==> config.mk <==
export PLATFORM = sky130hd
export DESIGN_NAME = dag_seq
export DESIGN_NICKNAME = d
export VERILOG_FILES = /design/src/rtl/dag_seq.sv
export SDC_FILE = /design/constraint.sdc
export NUM_CORES = 1
export LEC_CHECK = 0
export CAP_MARGIN = 0
export CELL_PAD_IN_SITES_DETAIL_PLACEMENT = 1
export CELL_PAD_IN_SITES_GLOBAL_PLACEMENT = 1
export CORE_ASPECT_RATIO = 0.5
export CORE_UTILIZATION = 29
export DETAILED_ROUTE_END_ITERATION = 8
export PLACE_DENSITY_LB_ADDON = 0.1
export SLEW_MARGIN = 0
export SYNTH_ARGS = -nofsm -noshare
export SYNTH_HDL_FRONTEND = slang
export SYNTH_SLANG_ARGS = --single-unit
export TNS_END_PERCENT = 10
==> constraint.sdc <==
create_clock -name clk -period 2.1 [get_ports clk]
set_clock_uncertainty 0.1 [all_clocks]
set_input_delay 0.315 -clock clk [delete_from_list [all_inputs] [get_ports clk]]
set_output_delay 0.315 -clock clk [all_outputs]
set_load 0.03 [all_outputs]
==> src/rtl/dag_seq.sv <==
// Block-transfer address sequencer and DAG command-port arbiter.
// The program sequencer always wins; the engine issues only on idle cycles.
module dag_seq #(
    parameter int CNT_W = 16
) (
    input  logic             clk,
    input  logic             rst,
    input  logic             ps_dg_en,
    input  logic             ps_dg_dgsclt,
    input  logic             ps_dg_mdfy,
    input  logic [2:0]       ps_dg_iadd,
    input  logic [2:0]       ps_dg_madd,
    input  logic             bt_start,
    input  logic             bt_dgsclt,
    input  logic [2:0]       bt_iadd,
    input  logic [2:0]       bt_madd,
    input  logic [CNT_W-1:0] bt_cnt,
    input  logic             bt_abort,
    input  logic             bt_stl,
    output logic             dg_en,
    output logic             dg_dgsclt,
    output logic             dg_mdfy,
    output logic [2:0]       dg_iadd,
    output logic [2:0]       dg_madd,
    output logic             bt_vld,
    output logic             bt_busy,
    output logic             bt_done,
    output logic [CNT_W-1:0] bt_rem
);

    typedef enum logic [1:0] {
        S_IDLE = 2'd0,
        S_RUN  = 2'd1,
        S_DONE = 2'd2
    } state_t;

    state_t           r_state;
    logic             r_sel;
    logic [2:0]       r_iadd;
    logic [2:0]       r_madd;
    logic [CNT_W-1:0] r_rem;
    logic             r_busy;
    logic             r_done;

    logic             w_issue;
    logic             w_last;

    assign w_issue = (r_state == S_RUN) & ~ps_dg_en & ~bt_stl & ~bt_abort;
    assign w_last  = (r_rem <= CNT_W'(1));

    always_ff @(posedge clk or posedge rst) begin
        if (rst) begin
            r_state <= S_IDLE;
            r_sel   <= 1'b0;
            r_iadd  <= 3'd0;
            r_madd  <= 3'd0;
            r_rem   <= '0;
            r_busy  <= 1'b0;
            r_done  <= 1'b0;
        end else begin
            unique case (r_state)
                S_IDLE: begin
                    if (bt_start) begin
                        if (bt_cnt != '0) begin
                            r_sel   <= bt_dgsclt;
                            r_iadd  <= bt_iadd;
                            r_madd  <= bt_madd;
                            r_rem   <= bt_cnt;
                            r_busy  <= 1'b1;
                            r_state <= S_RUN;
                        end else begin
                            r_done  <= 1'b1;
                            r_state <= S_DONE;
                        end
                    end
                end
                S_RUN: begin
                    // Abort beats a coinciding final issue.
                    if (bt_abort) begin
                        r_rem   <= '0;
                        r_busy  <= 1'b0;
                        r_state <= S_IDLE;
                    end else if (w_issue) begin
                        if (r_rem != '0) begin
                            r_rem <= r_rem - CNT_W'(1);
                        end
                        if (w_last) begin
                            r_busy  <= 1'b0;
                            r_done  <= 1'b1;
                            r_state <= S_DONE;
                        end
                    end
                end
                S_DONE: begin
                    r_done  <= 1'b0;
                    r_state <= S_IDLE;
                end
                default: begin
                    r_busy  <= 1'b0;
                    r_done  <= 1'b0;
                    r_state <= S_IDLE;
                end
            endcase
        end
    end

    always_comb begin
        dg_en     = 1'b0;
        dg_dgsclt = 1'b0;
        dg_mdfy   = 1'b0;
        dg_iadd   = 3'd0;
        dg_madd   = 3'd0;
        if (ps_dg_en) begin
            dg_en     = 1'b1;
            dg_dgsclt = ps_dg_dgsclt;
            dg_mdfy   = ps_dg_mdfy;
            dg_iadd   = ps_dg_iadd;
            dg_madd   = ps_dg_madd;
        end else if (w_issue) begin
            dg_en     = 1'b1;
            dg_dgsclt = r_sel;
            dg_iadd   = r_iadd;
            dg_madd   = r_madd;
        end
    end

    assign bt_vld  = w_issue;
    assign bt_busy = r_busy;
    assign bt_done = r_done;
    assign bt_rem  = r_rem;

endmodule

### Yosys cells after proc, flatten, opt, wreduce, memory -nomap -nowiden

Index checks and enable logic that the tools add are counted.
Widths: inputs -> output; s select.

| word-level totals | value |
|---|---|
| register bits after elaboration | 27 |
| bits in latches | 0 |
| output and inout port bits | 28 |
| bits in writable memories | 0 |
| memories kept | 0 |
| memory bits (read-only) | 0 |

| operators by class | value |
|---|---|
| muxes and demuxes | 33 |
| $mul | 0 |
| equality and inequality tests | 11 |
| div/mod/pow operators | 0 |
| bitwise gates (word level) | 7 |
| magnitude comparators | 1 |
| reductions and logical operators | 9 |
| shift operators | 0 |
| add/subtract/negate cells | 1 |

Operators with widths:

| cell | number |
|---|---|
| $mux 16 | 5 |
| $pmux 16 s2 | 1 |
| $reduce_bool 16->1 | 2 |
| $le 16x1->1 const B | 1 |
| $sub 16x1->16 const B | 1 |
| $mux 1 | 15 |
| $reduce_and 5->1 | 3 |
| $mux 3 | 4 |
| $ne 2x2->1 const B | 6 |
| $mux 2 | 5 |
| $ne 3x3->1 const B | 2 |
| $reduce_and 3->1 | 2 |
| $not 1->1 | 4 |
| $pmux 2 s2 | 1 |
| $and 1x1->1 | 3 |
| $ne 3x2->1 const B | 1 |
| $pmux 1 s3 | 1 |
| $eq 2x1->1 const B | 1 |
| $eq 2x2->1 const B | 1 |
| $logic_not 2->1 | 1 |
| $pmux 1 s2 | 1 |
| $reduce_bool 2->1 | 1 |

### Longest topological paths before layout

Gate-level depths: netlist (run 1).

| depth | value |
|---|---|
| depth after elaboration | 7 |
| gate-level depth with buffers | 8 |
| mapped depth without buffers | 6 |

### Least setup slack after synthesis (run 1)

No wires, ideal clock.

| timing path | value |
|---|---|
| kind | reg-to-output |
| start point | register r_state[1] |
| end point | output dg_dgsclt |
| stages on the path, launching flop included | 5 |
| arrival | 2,207 ps |
| buffers on the path | 0 |
| path slack | -522 ps |
| cells stage by stage | dfrtp_1 -> nor2_1 -> nand2_1 -> nor3_1 -> a22o_1 |

| between the ends | value |
|---|---|
| longest elaborated chain between the ends | 6 |

Ends and longest elaborated chain:

| what | line | RTL |
|---|---|---|
| start: declaration | 37 | `state_t r_state;` |
| start signal: assignment | 53 | `r_state <= S_IDLE;` |
| start signal: assignment | 70 | `r_state <= S_RUN;` |
| start signal: assignment | 73 | `r_state <= S_DONE;` |
| $eq 2x1->1 | 48 | `assign w_issue = (r_state == S_RUN) & ~ps_dg_en & ~bt_stl & ~bt_abort;` |
| $and 1x1->1 (3 in series) | 48 |  |
| named net bt_vld | 25 | `output logic bt_vld,` |
| $mux 1 | 119 | `end else if (w_issue) begin` |
| $mux 1 | 113 | `if (ps_dg_en) begin` |
| end: declaration | 21 | `output logic dg_dgsclt,` |

The timed path passes the listed nets, and every way through them passes these cells.

### Final worst setup path (run 1)

| timing path | value |
|---|---|
| start point | register r_rem[9], in the netlist bt_rem[9] |
| end point | register r_rem[11], in the netlist bt_rem[11] |

| between the ends | value |
|---|---|
| longest elaborated chain between the ends | 5 |
| elaborated cells between the ends (all ways) | 8 |

Ends and longest elaborated chain:

| what | line | RTL |
|---|---|---|
| start: declaration | 41 | `logic [CNT_W-1:0] r_rem;` |
| start signal: assignment | 68 | `r_rem <= bt_cnt;` |
| start signal: assignment | 85 | `r_rem <= r_rem - CNT_W'(1);` |
| $sub 16x1->16 | 85 |  |
| $mux 16 | 84 | `if (r_rem != '0) begin` |
| $mux 16 | 83 | `end else if (w_issue) begin` |
| $mux 16 | 79 | `if (bt_abort) begin` |
| $pmux 16 s2 | 61 | `unique case (r_state)` |

Parallel ways exist; a longest one is shown, timed or not. The select of a mux whose other input is x is not followed.
A chain may end at the register's enable or synchronous reset.

==> results.cfg, run 1 <==
[finish]
n_fill_cell = 639
syn2layout_area_growth_pct = 72.5
final_common_cell = clkdlybuf4s50_1
drive_above_1_share_pct = 34.8
multi_input_area_um2 = 1020
final_cell_mix = clkdlybuf4s50_1, buf_4, dfrtp_1
nets = 320
num_antenna_cells = 0
final_util_pct = 52.4
regArea_um2 = 682

[power_and_ir_drop]
power_density_nw_per_um2 = 931
leakage_nw = 1.24
ir_drop_mv = 0.472

[job]
maxCapViolCount = 0

[global_routing]
grt.overflow.total = 0
grt_max_degree = 28
antenna_found_initial = 0
grt.total_usage_pct = 20.6
grt_pass1_wl_um = 9590
grt_pass1_vias = 1886

[timing]
hold_viol_final = 0
worst_slew_pin_slew_ns = 0.480
slew_headroom_pct = 67.9
finalCritPeriodShare_pct = 98.4
fmax_mhz = 484
finalMaxSlewViolations = 0
period_minus_slack_ns = 2.07
report.final.setup_viol = 0
hold_ws_ns = 0.329
rsz0062_at_grt = true

[critical_path]
reg2reg_depth = 7
crit_arrival_ns = 2.11
crit_required_ns = 2.14
worstReg2RegEnd = bt_rem[11]
crit_path_start_kind = register
r2r-start = bt_rem[9]
crit_type = register to register
cp_max_fo = 6
endpoint_kind = register
rrSetupSlack_ns = 0.03

[synth]
synth-edff-count = 0
synthFlopType = dfrtp_1
ys_async_sr_fraction_pct = 100
yosys_warnings = 0
synthesis.area_um2 = 1680
synth.distinct_cells = 38
syn-num-nets = 214
yosysSeqAreaShare_pct = 40.3
synthCells = 174
syn_area_per_cell_um2 = 9.63
ys_ff_latch = 27

[clocking]
clockBufferDepth = 2
cts.sinks = 27
cts.reportedPaths.clkPinSlew_ns = 0.07
insertion_delay_ns = 0.26
numCtsBuffers = 3
htreeDepth = 1
clockRootBuffer = clkbuf_16
cts_tree = built
cts-hold-fix-buffers = 0

[route]
ant_nets = 0
via_count = 1885
drc = 0
dr.pass1.iters = 4
initialDrtViolationCount = 72
routedWlPerCell_um = 17.8
wirelength_um = 6250
viasPerCell = 5.36

[place]
hpwl_um = 4560
place_congestion = 0.878
port_buffers = 64

[die]
die_h_um = 55.7
dieWidth_um = 109
initial_utilization_pct = 30.4
core-area_um2 = 5520
ios = 65
fp-row-count = 19
die_area_um2 = 6100

[worst_hold_path]
hold_path.class = input pin to async pin

[run_status]
outcome = finished clean
## per-layer routing
metal  track usage [%]  vias to the layer above  wire (um)
met4              2.29                        0         39
met5                 0                        -          0
met3              4.22                        5        360
li1                  -                      889          -
met1              29.2                      937       3010
met2              33.3                       54       2840
## what timing repair did
| action | 4_1_cts | 5_1_grt |
|---|---|---|
| endpoints found under the hold margin | 0 | 0 |
| cloned | 0 | 1 |
| pin swaps | 2 | 6 |
| endpoints found under the setup margin | 12 | 23 |
| resized for setup | 7 | 21 |
| setup buffers | 1 | 2 |
## stage by stage
| stage | power (mW) | cell area (um2) | cells | worst slack [ns] | TNS [ns] |
|---|---|---|---|---|---|
| floorplan | 1.51 | 1690 | 174 | -0.0745 | -0.657 |
| global placement | 2.12 | 2670 | 344 | -0.229 | -4.44 |
| detailed placement | 2.14 | 2670 | 344 | -0.200 | -3.82 |
| CTS | 2.61 | 2780 | 349 | -0.0199 | -0.0322 |
| global route | 2.84 | 2890 | 352 | -0.0615 | -0.147 |
| finish | 2.69 | 2890 | 352 | 0.0330 | 0 |
## worst max path at each step
stage	cells after the start	from	slack, ns	endpoint
3_3_place_gp	7	bt_cnt[11]	-0.23	r_madd[0]
4_1_cts	6	bt_rem[2]	-0.02	bt_rem[15]
5_1_grt	7	bt_rem[9]	-0.06	bt_rem[11]
3_5_place_dp	8	bt_cnt[6]	-0.20	bt_rem[7]
2_1_floorplan	7	bt_rem[2]	-0.07	bt_rem[1]
6_report	7	bt_rem[9]	0.03	bt_rem[11]
## critical path: stages, from the launching register on
cell and delay, ns:
dfrtp_2 0.40, buf_4 0.15, or4_1 0.53, nor3_2 0.13, buf_4 0.17, a21oi_1 0.08
o31ai_1 0.29, o21ai_2 0.09
## cells by family (layout without fill, tap and decap cells)
kind of cell | after synthesis | after routing | share of synthesized area (%)
buffers and inverters | 14 | 119 | 4.33
and+or+nand+nor | 50 | 50 | 17.7
DFF | 27 | 27 | 40.3
adders and majority gates | 3 | 3 | 2.24
muxes | 7 | 7 | 4.71
AOI/OAI and AO/OA | 73 | 73 | 30.7
## cells in the mapped netlist (3+ instances only)
library cell	count	share of area, %
nor4_1	10	3.7
a22oi_1	6	2.7
inv_1	6	1.3
mux2_2	7	4.7
o21ai_0	13	3.9
nand2_1	5	1.1
a32oi_1	6	3.1
o21ai_2	9	4.7
nor2_1	17	3.8
dfrtp_1	27	40
a22o_1	7	3.7
clkbuf_1	6	1.3
a21oi_1	13	3.9
nor3_1	5	1.5
a31oi_1	3	1.1
o31ai_1	7	3.1
ha_1	3	2.2
## registers in the layout (all words and copies together), names as in the netlist
name     flops
bt_rem      16
r_iadd       3
r_madd       3
r_state      2
bt_busy      1
bt_done      1
r_sel        1
## cell type report
cell class	count	share of cell area, %
sequential	27	23.6
timing repair buffer	109	34.3
inverter	6	0.779
tap	73	3.16
clock inverter	1	0.260
clock buffer	3	2.60
multi-input combinational	133	35.3
## power by group
group	switching [mW]	internal, mW
Combinational	0.803	0.658
Clock	0.189	0.259
Sequential	0.123	0.657
Power figures use the tool's default switching activity.
==> run 2, diff against run 1 <==
REMOVE_ABC_BUFFERS = 1   (was not set)
==> run 2 against run 1 <==
  * Cell count is 1.1% lower
  * Critical endpoint is now bt_rem[13]
  * Final area is 2.5% lower
  * Register-to-register slack better by 0.02 ns
  * Via count is 0.11% higher
  * Wire length hardly changed
  * Global-route usage is 0.55 points higher
==> results.cfg, run 2 (same netlist as run 1, synthesis figures left out) <==
[run_status]
outcome = finished clean

[timing]
hold_viol_final = 0
period_minus_slack_ns = 2.05
worst_slew_pin_slew_ns = 0.500
slew_headroom_pct = 66.5
finalMaxSlewViolations = 0
fin_tns_setup_ns = 0
fmax_mhz = 488
hold_ws_ns = 0.314
report.final.setup_viol = 0
finalCritPeriodShare_pct = 97.5
rsz0062_at_grt = true

[critical_path]
rrSetupSlack_ns = 0.05
worstReg2RegEnd = bt_rem[13]
crit_path_start_kind = register
reg2reg_depth = 7
crit_type = register to register
worstSetupEndpoint = bt_rem[13]
crit_top_cell = buf_4
path_cells = buf_4, or4_1, nor3_1, buf_4, a31oi_1, o31ai_1, o21ai_2
crit_required_ns = 2.15
cp_max_fo = 6
crit_arrival_ns = 2.10
r2r-start = bt_rem[9]
startpoint = bt_rem[9]
endpoint_kind = register
crit_slowest_cell = or4_1
crit_path_max_incr_delay_ns = 0.51

[route]
via_count = 1887
ant_nets = 0
wirelength_um = 6250
routedWlPerCell_um = 18.0
initialDrtViolationCount = 94
drc = 0
viasPerCell = 5.42
dr.pass1.iters = 4

[global_routing]
antenna_found_initial = 0
grt_pass1_wl_um = 9890
grt_pass1_vias = 1987
grt.total_usage_pct = 21.1
grt_max_degree = 28
grt.overflow.total = 0

[worst_hold_path]
whs_path_depth = 3
hp-start = bt_cnt[0]
hold_path.class = input pin to register

[finish]
final_cell_mix = clkdlybuf4s50_1, buf_4, dfrtp_1
nets = 316
n_fill_cell = 619
regArea_um2 = 677
largest_register_ffs = 16
final_util_pct = 51.1
syn2layout_area_growth_pct = 68.2
num_antenna_cells = 0
multi_input_area_um2 = 991
drive_above_1_share_pct = 32.0
final_common_cell = clkdlybuf4s50_1

[clocking]
cts.reportedPaths.clkPinSlew_ns = 0.08
cts_tree = built
clockRootBuffer = clkbuf_16
clockBufferDepth = 2
insertion_delay_ns = 0.27
numCtsBuffers = 3
cts-hold-fix-buffers = 0
cts.sinks = 27
htreeDepth = 1

[power_and_ir_drop]
p_int_mw = 1.55
ir_drop_mv = 0.425
p_clk_share_pct = 17.6
seq_power_share_pct = 28.7
leakage_nw = 1.22
power_density_nw_per_um2 = 941
p_comb_share_pct = 53.6
power.share.switching_pct = 41.6
power.switching_mw = 1.10

[job]
maxCapViolCount = 0

[place]
port_buffers = 64
hpwl_um = 4490
place_congestion = 0.844

[die]
die_h_um = 55.7
core-area_um2 = 5520
die_area_um2 = 6100
fp-row-count = 19
ios = 65
initial_utilization_pct = 30.4
dieWidth_um = 109
run 2: cell types whose count changed in the layout (fill, tap and decap cells not counted), sizes merged:
cell,change
clkbuf,-1
buf,-3
run 2: timing repair:
action	CTS	global route
pin swaps	1	4
setup endpoints to repair	21	30
setup buffers	1	2
resized for setup	9	15
gates cloned	2	0
run 2: power groups by stage:
stage | sequential, mW | combinational, mW | clock (mW)
3_3_place_gp | 0.759 | 1.36 | 0
5_1_grt | 0.778 | 1.52 | 0.494
4_1_cts | 0.757 | 1.40 | 0.477
6_report | 0.762 | 1.42 | 0.467
2_1_floorplan | 0.984 | 0.489 | 0
3_5_place_dp | 0.766 | 1.37 | 0
run 2: metrics by stage:
step	total power [mW]	std cells	area, um2	worst slack [ns]
2_1_floorplan	1.47	166	1630	-0.667
3_3_place_gp	2.12	339	2620	-0.277
3_5_place_dp	2.14	339	2620	-0.311
4_1_cts	2.63	346	2750	0.00700
5_1_grt	2.80	348	2820	-0.0415
6_report	2.65	348	2820	0.0517
run 2: how the worst min path moves through the flow:
stage / endpoint / slack, ns
2_1_floorplan: bt_busy / 0.27
3_3_place_gp: r_iadd[0] / 0.39
3_5_place_dp: r_sel / 0.40
4_1_cts: r_madd[1] / 0.35
5_1_grt: bt_rem[0] / 0.33
6_report: bt_rem[0] / 0.31
run 2: layer usage:
layer / track usage, % / wire [um]
met5: 0 / 0
met2: 34.0 / 2800
met1: 28.9 / 3010
met3: 4.68 / 401
met4: 5.14 / 34
run 2: area by class of cell:
| class | count | area share (%) |
|---|---|---|
| Multi-Input combinational cell | 133 | 35.2 |
| Tap cell | 73 | 3.24 |
| Clock inverter | 1 | 0.266 |
| Sequential cell | 27 | 24.0 |
| Clock buffer | 3 | 2.66 |
| Timing Repair Buffer | 105 | 33.8 |
| Inverter | 6 | 0.799 |
run 2: critical path, delay by kind of cell (launching register included):
kind            cells  cell delay (ns)
flops               1             0.38
buf+inv             2             0.32
simple gates        2             0.66
compound gates      3             0.45
